## src/rtl/mmio_uart_tx.sv

```systemverilog
// mmio_uart_tx: memory-mapped transmit-only 8N1 console UART with a byte FIFO
// and status/drop-counter registers read back with one cycle of latency.
module mmio_uart_tx #(
    parameter logic [31:0] BASE_ADDR    = 32'h1000_0000,
    parameter int          CLKS_PER_BIT = 16,
    parameter int          FIFO_AW      = 3
) (
    input  logic        clk,
    input  logic        resetn,
    input  logic [29:0] addr,
    input  logic [31:0] din,
    input  logic [3:0]  bwe,
    input  logic        ren,
    output logic        hit,
    output logic [31:0] dout,
    output logic        txd
);
    localparam int DEPTH = 1 << FIFO_AW;
    localparam int TW = $clog2(CLKS_PER_BIT);
    localparam logic [TW-1:0] TMAX = TW'(CLKS_PER_BIT - 1);
    localparam logic [TW-1:0] TONE = TW'(1);
    localparam logic [FIFO_AW:0] PONE = (FIFO_AW + 1)'(1);
    localparam logic [FIFO_AW:0] PFULL = (FIFO_AW + 1)'(DEPTH);

    typedef enum logic [1:0] {IDLE, START, DATA, STOP} state_e;

    state_e            state_q;
    logic [TW-1:0]     tmr_q;
    logic [2:0]        bit_q;
    logic [7:0]        shift_q;
    logic              txd_q;
    logic [7:0]        mem_q [DEPTH];
    logic [FIFO_AW:0]  wptr_q, rptr_q;
    logic [7:0]        drop_q;
    logic [31:0]       dout_q;
    logic [FIFO_AW:0]  level;
    logic [7:0]        head;
    logic [31:0]       rdata;
    logic              full, busy, bit_end, pop, wr, push_req, push;

    assign hit      = addr[29:2] == BASE_ADDR[31:4];
    assign wr       = hit & (|bwe);
    assign push_req = wr & (addr[1:0] == 2'd0) & bwe[0];
    assign level    = wptr_q - rptr_q;
    assign full     = level == PFULL;
    assign busy     = (state_q != IDLE) | (level != '0);
    assign bit_end  = tmr_q == TMAX;
    // The FIFO is only drained when a frame starts: from IDLE or at the last stop-bit cycle.
    assign pop      = (level != '0) & ((state_q == IDLE) | ((state_q == STOP) & bit_end));
    assign push     = push_req & (~full | pop);
    assign head     = mem_q[rptr_q[FIFO_AW-1:0]];
    assign rdata    = (addr[1:0] == 2'd1) ? {16'b0, 8'(level), 6'b0, busy, full} :
                      (addr[1:0] == 2'd2) ? {24'b0, drop_q} : 32'b0;
    assign dout     = dout_q;
    assign txd      = txd_q;

    always_ff @(posedge clk) begin
        if (push) mem_q[wptr_q[FIFO_AW-1:0]] <= din[7:0];
    end

    always_ff @(posedge clk) begin
        if (!resetn) begin
            wptr_q <= '0;
            rptr_q <= '0;
            drop_q <= '0;
            dout_q <= '0;
        end else begin
            if (push) wptr_q <= wptr_q + PONE;
            if (pop) rptr_q <= rptr_q + PONE;
            if (wr & (addr[1:0] == 2'd2)) drop_q <= '0;
            else if (push_req & ~push & (drop_q != 8'hFF)) drop_q <= drop_q + 8'd1;
            if (ren) dout_q <= hit ? rdata : 32'b0;
        end
    end

    always_ff @(posedge clk) begin
        if (!resetn) begin
            state_q <= IDLE;
            tmr_q   <= '0;
            bit_q   <= '0;
            shift_q <= '0;
            txd_q   <= 1'b1;
        end else begin
            tmr_q <= ((state_q == IDLE) | bit_end) ? '0 : tmr_q + TONE;
            case (state_q)
                IDLE: if (pop) begin
                    state_q <= START;
                    shift_q <= head;
                    txd_q   <= 1'b0;
                end
                START: if (bit_end) begin
                    state_q <= DATA;
                    bit_q   <= '0;
                    txd_q   <= shift_q[0];
                    shift_q <= shift_q >> 1;
                end
                DATA: if (bit_end) begin
                    if (bit_q == 3'd7) begin
                        state_q <= STOP;
                        txd_q   <= 1'b1;
                    end else begin
                        bit_q   <= bit_q + 3'd1;
                        txd_q   <= shift_q[0];
                        shift_q <= shift_q >> 1;
                    end
                end
                STOP: if (bit_end) begin
                    if (pop) begin
                        state_q <= START;
                        shift_q <= head;
                        txd_q   <= 1'b0;
                    end else begin
                        state_q <= IDLE;
                        txd_q   <= 1'b1;
                    end
                end
                default: state_q <= IDLE;
            endcase
        end
    end
endmodule

```

## config.mk

```make
export PLATFORM = sky130hd
export DESIGN_NAME = mmio_uart_tx
export DESIGN_NICKNAME = d
export VERILOG_FILES = /design/src/rtl/mmio_uart_tx.sv
export SDC_FILE = /design/constraint.sdc
export NUM_CORES = 1
export LEC_CHECK = 0
export ABC_AREA = 1
export CAP_MARGIN = 15
export CORE_ASPECT_RATIO = 0.7
export CORE_MARGIN = 5
export CORE_UTILIZATION = 62
export DETAILED_ROUTE_END_ITERATION = 8
export DONT_BUFFER_PORTS = 1
export GPL_TIMING_DRIVEN = 0
export HOLD_SLACK_MARGIN = 0.02
export PLACE_DENSITY = 0.78
export SYNTH_ARGS = -nofsm -noshare
export SYNTH_HDL_FRONTEND = slang
export SYNTH_SLANG_ARGS = --single-unit
```

## constraint.sdc

```tcl
create_clock -name clk -period 8.11 [get_ports clk]
set_clock_uncertainty 0.15 [all_clocks]
set_input_delay 1.622 -clock clk [delete_from_list [all_inputs] [get_ports clk]]
set_output_delay 1.622 -clock clk [all_outputs]
set_load 0.01 [all_outputs]
```

==> load_flow_metrics.sql, run 1 <==
INSERT INTO impl_metrics (metric_group, metric, value, unit) VALUES
('outcome', 'run_status', 'complete, no violations', ''),
('synthesis', 'synth_edf_count', '64', ''),
('finish', 'final_nets', '699', ''),
('timing', 'setup_viol', '0', ''),
('worst_setup_path', 'worst_setup_ep_type', 'primary output', ''),
('placement', 'place_worst_setup_slack', '4070', 'ps'),
('worst_hold_path', 'hold_path_depth', '2', ''),
('global_route', 'grt_overflow', '0', ''),
('worst_setup_path', 'timing.critical_path.required', '6340', 'ps'),
('route', 'detail_route.vias_per_cell', '5.47', ''),
('route', 'ant_nets', '0', ''),
('worst_setup_path', 'timing.critical_path.slowest_stage_cell', 'sky130_fd_sc_hd__nor2_8', ''),
('global_route', 'first_global_vias', '4038', ''),
('clock_network', 'number_of_buffers_added_by_the_clock_tree_synthesis_step', '17', ''),
('synthesis', 'yosysWarningCount', '0', ''),
('worst_setup_path', 'cp.arrival', '2260', 'ps'),
('timing', 'finalWorstSetupSlack', '4080', 'ps'),
('timing', 'fin_tns_setup', '0', 'ps'),
('synthesis', 'ys_seq_area_frac', '0.538', ''),
('floorplanning', 'core_area', '0.00848', 'mm^2'),
('clock_network', 'cts.root.buffer_cell', 'sky130_fd_sc_hd__clkbuf_16', ''),
('floorplanning', 'design.die.area', '0.0107', 'mm^2'),
('clock_network', 'cts.clk_slew.worst_paths', '50', 'ps'),
('synthesis', 'synthesis.instances', '578', ''),
('worst_hold_path', 'hold_start', 'shift_q[2]', ''),
('worst_setup_path', 'critical_path.cell_chain', 'or2_1, nor2_2, nand2_2, nor2_8', ''),
('synthesis', 'synth.ff_latch_count', '113', ''),
('floorplanning', 'row_count', '28', ''),
('synthesis', 'post_synth.cell_area_avg', '9.33', 'um^2'),
('clock_network', 'clock-sinks', '113', ''),
('global_route', 'initial_antenna_violation_count', '0', ''),
('worst_setup_path', 'crit_family', 'simple AND/OR/NAND/NOR gates', ''),
('timing', 'min_period', '4030', 'ps'),
('floorplanning', 'floorplan.initialDensity', '0.636', ''),
('run', 'drv.max_cap_violation_count', '0', ''),
('floorplanning', 'ios', '103', ''),
('finish', 'final_layout_size_suffix_gt1_frac', '0.156', ''),
('worst_hold_path', 'min-delay-path-class', 'flop to flop', ''),
('synthesis', 'ys_async_sr_fraction', '0', ''),
('worst_setup_path', 'critical_path_buf_inv_count', '0', ''),
('placement', 'gp_congestion', '0.871', ''),
('placement', 'dpl.hpwl', '8450', 'um'),
('worst_setup_path', 'type_of_the_worst_setup_path', 'input port to primary output', ''),
('worst_setup_path', 'worst_r2r_startpoint', 'wptr_q[1]', ''),
('timing', 'finalHoldViolCount', '0', ''),
('timing', 'min_period_over_period', '0.498', ''),
('clock_network', 'cts_max_path_bufs', '2', ''),
('route', 'routed-via-count', '4100', ''),
('power', 'design_power_total', '1.97', 'mW'),
('finish', 'most-common-layout-cells', 'sky130_fd_sc_hd__nand2_1, sky130_fd_sc_hd__nor2_1, sky130_fd_sc_hd__edfxtp_1, sky130_fd_sc_hd__dfxtp_1', ''),
('power', 'leakage', '2.44', 'nW'),
('clock_network', 'cts-htree-levels', '4', ''),
('timing', 'fmax', '0.248', 'GHz'),
('synthesis', 'yosysUniqueCellTypes', '46', ''),
('route', 'dr.first_iter.drc_count', '319', ''),
('global_route', 'groute.usage.overall', '0.241', ''),
('floorplanning', 'die_w', '121', 'um'),
('worst_setup_path', 'worst-r2r-setup-slack', '4570', 'ps'),
('global_route', 'grt_pass1_wl', '19700', 'um'),
('finish', 'flow.area_growth_from_synthesis', '15.4', '%'),
('finish', 'number_of_fill_cells_in_the_layout', '607', ''),
('clock_network', 'post_cts_resize_count', '0', ''),
('finish', 'insertedDiodeCount', '0', ''),
('route', 'totalWireLength', '12100', 'um'),
('worst_setup_path', 'logic_depth_of_the_worst_register_to_register_path', '9', ''),
('clock_network', 'post-cts-setup-buffers', '0', ''),
('global_route', 'grt_start_max_net_pins', '17', ''),
('placement', 'numPlacedInstances', '717', ''),
('worst_setup_path', 'cp_max_fo', '8', ''),
('route', 'drt-pass1-iter-count', '5', ''),
('timing', 'worst-slew-pin-transition', '1030', 'ps');
synth_stat cells (2+ instances only):
cell type,instances,area (um^2)
sky130_fd_sc_hd__a21oi_1,35,175
sky130_fd_sc_hd__buf_2,3,15.0
sky130_fd_sc_hd__buf_4,21,158
sky130_fd_sc_hd__clkbuf_1,9,33.8
sky130_fd_sc_hd__clkinv_1,3,11.3
sky130_fd_sc_hd__dfxtp_1,49,981
sky130_fd_sc_hd__edfxtp_1,64,1920
sky130_fd_sc_hd__ha_1,13,163
sky130_fd_sc_hd__inv_1,39,146
sky130_fd_sc_hd__inv_2,5,18.8
sky130_fd_sc_hd__nand2_1,105,394
sky130_fd_sc_hd__nand2_2,6,37.5
sky130_fd_sc_hd__nand2_4,4,45.0
sky130_fd_sc_hd__nand3_1,30,150
sky130_fd_sc_hd__nand4_1,5,31.3
sky130_fd_sc_hd__nand4_2,2,25.0
sky130_fd_sc_hd__nor2_1,79,297
sky130_fd_sc_hd__nor2_2,3,18.8
sky130_fd_sc_hd__nor2_4,6,67.6
sky130_fd_sc_hd__nor3_1,3,15.0
sky130_fd_sc_hd__nor3_2,6,60.1
sky130_fd_sc_hd__o21ai_0,39,195
sky130_fd_sc_hd__o21ai_1,4,20.0
sky130_fd_sc_hd__o21ai_4,2,32.5
sky130_fd_sc_hd__o22ai_1,15,93.8
sky130_fd_sc_hd__xnor2_1,3,26.3
sky130_fd_sc_hd__xor2_1,6,52.6
cell families after synthesis:
family,after synthesis,synth area share
simple gates,257,0.231
xor+xnor,9,0.0146
flops,113,0.538
compound gates,102,0.108
fa+ha+maj,14,0.0339
buf+inv,82,0.0738
other cells,1,0.000695
where the power goes:
group / switching (mW) / total [mW] / internal (mW)
registers: 0.0270 / 0.667 / 0.640
logic: 0.365 / 0.548 / 0.184
clock network: 0.252 / 0.755 / 0.503
total: 0.643 / 1.97 / 1.33
layout make-up:
cell class                      count  area (um^2)  area share
Clock buffer                       21          470      0.0756
Inverter                           47          176      0.0284
Clock inverter                     11          136      0.0219
Sequential cell                   113         2900       0.467
Tap cell                          120          150      0.0241
Buffer                             35          221      0.0356
Multi-Input combinational cell    402         2160       0.348
routing by layer:
metal	wire (um)	global-route usage	up-vias
met5	0	0	-
met4	147	0.0844	0
met3	1240	0.0658	12
met2	5590	0.391	206
met1	5090	0.316	1891
li1	-	-	1991
worst reg2reg max path, stage by stage (launching register included):
cell and delay, ps:
sky130_fd_sc_hd__dfxtp_1 560, sky130_fd_sc_hd__inv_1 200, sky130_fd_sc_hd__fa_1 480, sky130_fd_sc_hd__xnor2_1 370, sky130_fd_sc_hd__nor3_4 120, sky130_fd_sc_hd__nand2_2 120, sky130_fd_sc_hd__nor2_4 50, sky130_fd_sc_hd__nor2_4 210
sky130_fd_sc_hd__nand2_4 110, sky130_fd_sc_hd__nor2_1 790
worst max-delay path by stage:
stage | to | cells past startpoint | startpoint | slack, ps
finish | hit | 4 | addr[29] | 4080
global route | hit | 5 | addr[17] | 4000
CTS | hit | 4 | addr[29] | 4070
detailed placement | hit | 4 | addr[29] | 4070
global placement | hit | 4 | addr[29] | 4080
floorplan | hit | 4 | addr[29] | 4130
flip-flops by register name, summed over array words and instances (netlist names), named ones only:
register,flops
dout,12
bit_q,3
tmr_q,4
drop_q,8
state_q,2
shift_q,8
mem_q,64
txd,1
rptr_q,4
wptr_q,4
per-stage QoR:
| stage | utilization | hold slack, ps | instance area (um^2) |
|---|---|---|---|
| finish | 0.734 | 304 | 6220 |
| global route | 0.734 | 328 | 6220 |
| CTS | 0.734 | 304 | 6220 |
| detailed placement | 0.662 | 297 | 5610 |
| global placement | 0.662 | 277 | 5610 |
| floorplan | - | 268 | 5460 |
(Power assumes the default switching activity.)
==> run 2, diff against run 1 <==
--- a/config.mk
+++ b/config.mk
@@ -9,12 +9,12 @@
 export CAP_MARGIN = 15
 export CORE_ASPECT_RATIO = 0.7
 export CORE_MARGIN = 5
-export CORE_UTILIZATION = 62
+export CORE_UTILIZATION = 57
 export DETAILED_ROUTE_END_ITERATION = 8
 export DONT_BUFFER_PORTS = 1
 export GPL_TIMING_DRIVEN = 0
 export HOLD_SLACK_MARGIN = 0.02
-export PLACE_DENSITY = 0.78
+export PLACE_DENSITY = 0.75
 export SYNTH_ARGS = -nofsm -noshare
 export SYNTH_HDL_FRONTEND = slang
 export SYNTH_SLANG_ARGS = --single-unit
==> constraint.sdc (replaced) <==
create_clock -name clk -period 3.6 [get_ports clk]
set_clock_uncertainty 0.15 [all_clocks]
set_input_delay 0.72 -clock clk [delete_from_list [all_inputs] [get_ports clk]]
set_output_delay 0.72 -clock clk [all_outputs]
set_load 0.01 [all_outputs]
==> load_flow_metrics.sql, run 2 (synthesis gave the netlist of run 1 again) <==
INSERT INTO impl_metrics (metric_group, metric, value, unit) VALUES
('route', 'ant_nets', '0', ''),
('worst_setup_path', 'cp.arrival', '3230', 'ps'),
('timing', 'worst-slew-pin-transition', '921', 'ps'),
('worst_setup_path', 'critical_path_source_type', 'flop', ''),
('timing', 'min_period', '3350', 'ps'),
('floorplanning', 'ios', '103', ''),
('placement', 'post_detailed_placement_cell_area', '0.00562', 'mm^2'),
('worst_setup_path', 'worst_setup_ep_type', 'flop', ''),
('power', 'combinationalPowerShare', '0.283', ''),
('finish', 'leading_cell_type_in_the_layout_fill_and_taps_excluded', 'sky130_fd_sc_hd__nand2_1', ''),
('placement', 'gp_congestion', '0.905', ''),
('finish', 'fin_area', '0.00620', 'mm^2'),
('clock_network', 'post_cts_resize_count', '0', ''),
('placement', 'place_worst_setup_slack', '206', 'ps'),
('floorplanning', 'floorplan.initialDensity', '0.590', ''),
('worst_hold_path', 'min-delay-path-class', 'input port to flop', ''),
('power', 'power-per-cell-area', '705', 'mW/mm^2'),
('finish', 'flow.area_growth_from_synthesis', '14.9', '%'),
('worst_setup_path', 'type_of_the_worst_setup_path', 'flop to flop', ''),
('clock_network', 'number_of_buffers_added_by_the_clock_tree_synthesis_step', '17', ''),
('outcome', 'run_status', 'complete, no violations', ''),
('finish', 'number_of_flip_flops_under_the_largest_register_name', '64', ''),
('floorplanning', 'die_y', '91.4', 'um'),
('worst_setup_path', 'logic_depth_of_the_worst_register_to_register_path', '10', ''),
('finish', 'final_layout_size_suffix_gt1_frac', '0.149', ''),
('clock_network', 'cts-htree-levels', '4', ''),
('timing', 'setup_viol', '0', ''),
('route', 'detail_route.drc_violations', '0', ''),
('worst_hold_path', 'hold_path_depth', '0', ''),
('power', 'leakage', '2.43', 'nW'),
('timing', 'hold_ws', '255', 'ps'),
('clock_network', 'post_cts_hold_buffer_count', '0', ''),
('power', 'ir_worst_vdd', '356', 'uV'),
('route', 'routed-via-count', '4119', ''),
('floorplanning', 'design.die.area', '0.0115', 'mm^2'),
('worst_setup_path', 'timing.critical_path.slowest_stage_cell', 'sky130_fd_sc_hd__nor3_2', ''),
('route', 'dr.first_iter.drc_count', '351', ''),
('power', 'net-switching-power', '1.42', 'mW'),
('timing', 'min_period_over_period', '0.930', ''),
('route', 'drt-pass1-iter-count', '4', ''),
('worst_setup_path', 'crit_family', 'simple AND/OR/NAND/NOR gates', ''),
('worst_hold_path', 'worst_hold_endpoint', 'mem_q[0][3]', ''),
('global_route', 'grt_pass1_wl', '19300', 'um'),
('worst_setup_path', 'worst-r2r-setup-slack', '250', 'ps'),
('run', 'drv.max_cap_violation_count', '0', ''),
('timing', 'fmax', '0.299', 'GHz'),
('clock_network', 'cts_max_path_bufs', '2', ''),
('global_route', 'groute.usage.overall', '0.214', ''),
('power', 'design_power_total', '4.37', 'mW'),
('global_route', 'first_global_vias', '4005', ''),
('finish', 'most-common-layout-cells', 'sky130_fd_sc_hd__nand2_1, sky130_fd_sc_hd__nor2_1, sky130_fd_sc_hd__edfxtp_1, sky130_fd_sc_hd__dfxtp_1', ''),
('worst_setup_path', 'critical_path.cell_chain', 'inv_1, ha_1, fa_1, xnor2_1, nor3_4, nand2_2, nor2_4, nor2_4, nand2_4, nor3_2', ''),
('floorplanning', 'die_w', '126', 'um'),
('worst_setup_path', 'cp_common_cell', 'sky130_fd_sc_hd__nor2_4', ''),
('clock_network', 'cts_tree', 'done', ''),
('floorplanning', 'row_count', '29', ''),
('route', 'totalWireLength', '12000', 'um'),
('route', 'wire_length_per_cell', '15.9', 'um'),
('timing', 'finalHoldViolCount', '0', ''),
('placement', 'portBuffers', '0', ''),
('worst_setup_path', 'critical_path_buf_inv_count', '1', ''),
('timing', 'max-slew-margin-rel', '0.383', ''),
('finish', 'final_nets', '699', ''),
('timing', 'fin_tns_setup', '0', 'ps'),
('floorplanning', 'core_area', '0.00914', 'mm^2'),
('worst_hold_path', 'hold_start', 'din[3]', ''),
('clock_network', 'post-cts-setup-buffers', '0', ''),
('power', 'clock_power_share', '0.373', ''),
('power', 'switching_share', '0.326', ''),
('route', 'detail_route.vias_per_cell', '5.47', ''),
('power', 'sequential_group_share_of_total_power', '0.344', ''),
('clock_network', 'clock-sinks', '113', ''),
('worst_setup_path', 'timing.critical_path.required', '3480', 'ps'),
('placement', 'dpl.hpwl', '8360', 'um'),
('worst_setup_path', 'critical-path-max-stage-delay', '710', 'ps'),
('worst_setup_path', 'timing.rr.end', 'mem_q[1][1]', ''),
('clock_network', 'cts.clk_slew.worst_paths', '50', 'ps'),
('clock_network', 'insertion_delay', '410', 'ps'),
('timing', 'finalWorstSetupSlack', '252', 'ps'),
('worst_setup_path', 'cp_max_fo', '8', ''),
('clock_network', 'cts.root.buffer_cell', 'sky130_fd_sc_hd__clkbuf_16', ''),
('timing', 'rsz0062_at_grt', 'false', ''),
('finish', 'number_of_fill_cells_in_the_layout', '702', ''),
('global_route', 'initial_antenna_violation_count', '0', ''),
('finish', 'insertedDiodeCount', '0', ''),
('worst_setup_path', 'worst_r2r_startpoint', 'wptr_q[0]', ''),
('timing', 'maxSlewViolCount', '0', ''),
('power', 'cell_internal_pwr', '2.94', 'mW'),
('global_route', 'grt_overflow', '0', ''),
('global_route', 'grt_start_max_net_pins', '17', '');
-- run 2: stage by stage --
step           std cells  utilization
4_1_cts              753        0.678
5_1_grt              753        0.678
3_3_place_gp         721        0.615
2_1_floorplan        597            -
3_5_place_dp         721        0.615
6_report             753        0.678
-- run 2: worst max-delay path by stage --
stage | end | depth (start not counted) | slack, ps | start
CTS | mem_q[1][1] | 10 | 240 | wptr_q[0]
finish | mem_q[1][1] | 10 | 250 | wptr_q[0]
global placement | mem_q[7][0] | 9 | 360 | wptr_q[1]
floorplan | mem_q[7][0] | 10 | 820 | wptr_q[0]
global route | mem_q[0][2] | 9 | 70 | wptr_q[1]
detailed placement | mem_q[1][0] | 9 | 210 | wptr_q[1]
-- run 2: power by group through the flow --
stage	sequential [mW]	clock (mW)	combinational, mW
final	1.50	1.63	1.23
after global routing	1.51	1.70	1.39
after CTS	1.50	1.64	1.22
after detailed placement	1.53	0	1.20
after global placement	1.52	0	1.16
after floorplan	1.51	0	0.943
-- run 2: worst reg2reg max path: stages, from the launching register on --
cell	delay, ps
sky130_fd_sc_hd__dfxtp_1	390
sky130_fd_sc_hd__inv_1	160
sky130_fd_sc_hd__ha_1	260
sky130_fd_sc_hd__fa_1	390
sky130_fd_sc_hd__xnor2_1	340
sky130_fd_sc_hd__nor3_4	120
sky130_fd_sc_hd__nand2_2	110
sky130_fd_sc_hd__nor2_4	50
sky130_fd_sc_hd__nor2_4	200
sky130_fd_sc_hd__nand2_4	110
sky130_fd_sc_hd__nor3_2	710
-- run 2: metal layers --
metal / vias up / wire (um) / GRT usage / share of wire
li1: 1987 / - / - / -
met1: 1937 / 5180 / 0.266 / 0.43
met2: 173 / 5600 / 0.342 / 0.47
met3: 22 / 1030 / 0.0833 / 0.086
met4: 0 / 184 / 0.0795 / 0.015
met5: - / 0 / 0 / 0
-- run 2: cell type report --
type / count / area (um^2) / share of cell area
clock buffer: 27 / 503 / 0.0812
inverter: 47 / 176 / 0.0285
tap: 124 / 155 / 0.0250
clock inverter: 5 / 75.1 / 0.0121
buffer: 35 / 221 / 0.0357
sequential: 113 / 2900 / 0.468
multi-input combinational: 402 / 2160 / 0.349
==> run 3, diff against run 2 <==
--- a/config.mk
+++ b/config.mk
@@ -15,6 +15,7 @@
 export GPL_TIMING_DRIVEN = 0
 export HOLD_SLACK_MARGIN = 0.02
 export PLACE_DENSITY = 0.75
+export RECOVER_POWER = 100
 export SYNTH_ARGS = -nofsm -noshare
 export SYNTH_HDL_FRONTEND = slang
 export SYNTH_SLANG_ARGS = --single-unit
==> load_flow_metrics.sql, run 3 (synthesis gave the netlist of run 1 again) <==
INSERT INTO impl_metrics (metric_group, metric, value, unit) VALUES
('outcome', 'run_status', 'complete, no violations', ''),
('placement', 'post_detailed_placement_cell_area', '0.00562', 'mm^2'),
('route', 'detail_route.drc_violations', '0', ''),
('route', 'wire_length_per_cell', '16.0', 'um'),
('route', 'totalWireLength', '12100', 'um'),
('global_route', 'grt_overflow', '0', ''),
('clock_network', 'post-cts-setup-buffers', '0', ''),
('finish', 'fin_area', '0.00612', 'mm^2'),
('timing', 'finalWorstSetupSlack', '247', 'ps'),
('worst_hold_path', 'min-delay-path-class', 'input port to flop', ''),
('timing', 'fin_tns_setup', '0', 'ps'),
('finish', 'flow.area_growth_from_synthesis', '13.6', '%'),
('worst_setup_path', 'type_of_the_worst_setup_path', 'flop to flop', ''),
('timing', 'fmax', '0.298', 'GHz'),
('finish', 'final_nets', '699', ''),
('global_route', 'first_global_vias', '4005', ''),
('timing', 'min_period', '3350', 'ps'),
('clock_network', 'post_cts_hold_buffer_count', '0', ''),
('floorplanning', 'die_w', '126', 'um'),
('global_route', 'global_route.usage.met2', '0.342', ''),
('power', 'leakage', '2.39', 'nW'),
('finish', 'most-common-layout-cells', 'sky130_fd_sc_hd__nand2_1, sky130_fd_sc_hd__nor2_1, sky130_fd_sc_hd__edfxtp_1, sky130_fd_sc_hd__dfxtp_1, sky130_fd_sc_hd__o21ai_0', ''),
('route', 'detail_route.vias_per_cell', '5.47', ''),
('global_route', 'grt_start_max_net_pins', '17', ''),
('power', 'ir_worst_vdd', '354', 'uV'),
('worst_setup_path', 'critical_path_source_type', 'flop', ''),
('timing', 'min_period_over_period', '0.931', ''),
('worst_setup_path', 'cp.arrival', '3230', 'ps'),
('power', 'power-per-cell-area', '703', 'mW/mm^2'),
('clock_network', 'insertion_delay', '410', 'ps'),
('worst_setup_path', 'worst_setup_ep_type', 'flop', ''),
('worst_setup_path', 'cp_max_fo', '8', ''),
('timing', 'setup_viol', '0', ''),
('placement', 'portBuffers', '0', ''),
('clock_network', 'clock-sinks', '113', ''),
('finish', 'number_of_fill_cells_in_the_layout', '717', ''),
('floorplanning', 'floorplan.initialDensity', '0.590', ''),
('clock_network', 'cts-htree-levels', '4', ''),
('finish', 'stdcell_count', '753', ''),
('global_route', 'grt-busiest-layer', 'met2', ''),
('clock_network', 'number_of_buffers_added_by_the_clock_tree_synthesis_step', '17', ''),
('timing', 'rsz0062_at_grt', 'false', ''),
('clock_network', 'post_cts_resize_count', '0', ''),
('global_route', 'groute.usage.overall', '0.214', ''),
('global_route', 'gr_util_met1', '0.266', ''),
('power', 'design_power_total', '4.30', 'mW'),
('global_route', 'grt_pass1_wl', '19300', 'um'),
('placement', 'numPlacedInstances', '721', ''),
('floorplanning', 'die_y', '91.4', 'um'),
('clock_network', 'cts.clk_slew.worst_paths', '50', 'ps'),
('global_route', 'met3_track_usage_gr', '0.0833', ''),
('finish', 'leading_cell_type_in_the_layout_fill_and_taps_excluded', 'sky130_fd_sc_hd__nand2_1', ''),
('placement', 'place_worst_setup_slack', '206', 'ps'),
('clock_network', 'cts_max_path_bufs', '2', ''),
('floorplanning', 'ios', '103', ''),
('global_route', 'initial_antenna_violation_count', '0', ''),
('timing', 'finalHoldViolCount', '0', ''),
('floorplanning', 'design.die.area', '0.0115', 'mm^2'),
('route', 'dr.first_iter.drc_count', '335', ''),
('finish', 'final_layout_size_suffix_gt1_frac', '0.134', ''),
('route', 'drt-pass1-iter-count', '5', ''),
('placement', 'gp_congestion', '0.905', ''),
('floorplanning', 'core_area', '0.00914', 'mm^2'),
('finish', 'number_of_flip_flops_under_the_largest_register_name', '64', ''),
('worst_setup_path', 'timing.critical_path.required', '3480', 'ps'),
('timing', 'max-slew-margin-rel', '0.347', ''),
('route', 'ant_nets', '0', ''),
('finish', 'insertedDiodeCount', '0', ''),
('placement', 'dpl.hpwl', '8360', 'um'),
('route', 'routed-via-count', '4122', ''),
('timing', 'maxSlewViolCount', '0', ''),
('clock_network', 'cts.root.buffer_cell', 'sky130_fd_sc_hd__clkbuf_16', ''),
('clock_network', 'cts_tree', 'done', ''),
('run', 'drv.max_cap_violation_count', '0', ''),
('floorplanning', 'row_count', '29', ''),
('timing', 'worst-slew-pin-transition', '975', 'ps');
run 3: cell counts in the layout (fill, tap and decap cells not counted):
No cell type changed its count.
run 3: final timing paths:
path | from | to | slack [ps] | cells after the start
setup / recovery | wptr_q[0] | mem_q[1][1] | 250 | 10
hold reg to reg | shift_q[1] | shift_q[1] | 310 | 2
hold / removal | din[2] | mem_q[3][2] | 250 | 0
setup reg to reg | wptr_q[0] | mem_q[1][1] | 250 | 10
run 3: layout make-up:
cell class	instances	area (um^2)	share of cell area
plain buffers	35	221	0.0362
clock buffers	27	503	0.0821
clock inverters	5	75.1	0.0123
inverters	47	176	0.0288
multi-input cells	402	2090	0.341
flip-flops and latches	113	2900	0.474
well taps	124	155	0.0253
run 3: through the flow:
stage	utilization	hold WS (ps)
after floorplan	-	268
after global placement	0.615	274
after detailed placement	0.615	294
after CTS	0.678	243
after global routing	0.670	237
final	0.670	254
run 3: power by group:
| part | internal (mW) | leakage, nW | switching, mW |
|---|---|---|---|
| clock network | 1.09 | 0.285 | 0.545 |
| registers | 1.44 | 0.974 | 0.0614 |
| logic | 0.385 | 1.13 | 0.781 |
run 3: metal layers:
layer,vias to the layer above,routed length (um)
li1,1988,-
met1,1936,5170
met2,179,5640
met3,19,1090
met4,0,146
met5,-,0
run 3: critical path, cell delays in order (launching register included):
cell                      delay [ps]
sky130_fd_sc_hd__dfxtp_1         390
sky130_fd_sc_hd__inv_1           150
sky130_fd_sc_hd__ha_1            250
sky130_fd_sc_hd__fa_1            390
sky130_fd_sc_hd__xnor2_1         240
sky130_fd_sc_hd__nor3_1          200
sky130_fd_sc_hd__nand2_2         130
sky130_fd_sc_hd__nor2_4           50
sky130_fd_sc_hd__nor2_4          200
sky130_fd_sc_hd__nand2_4         100
sky130_fd_sc_hd__nor3_2          710
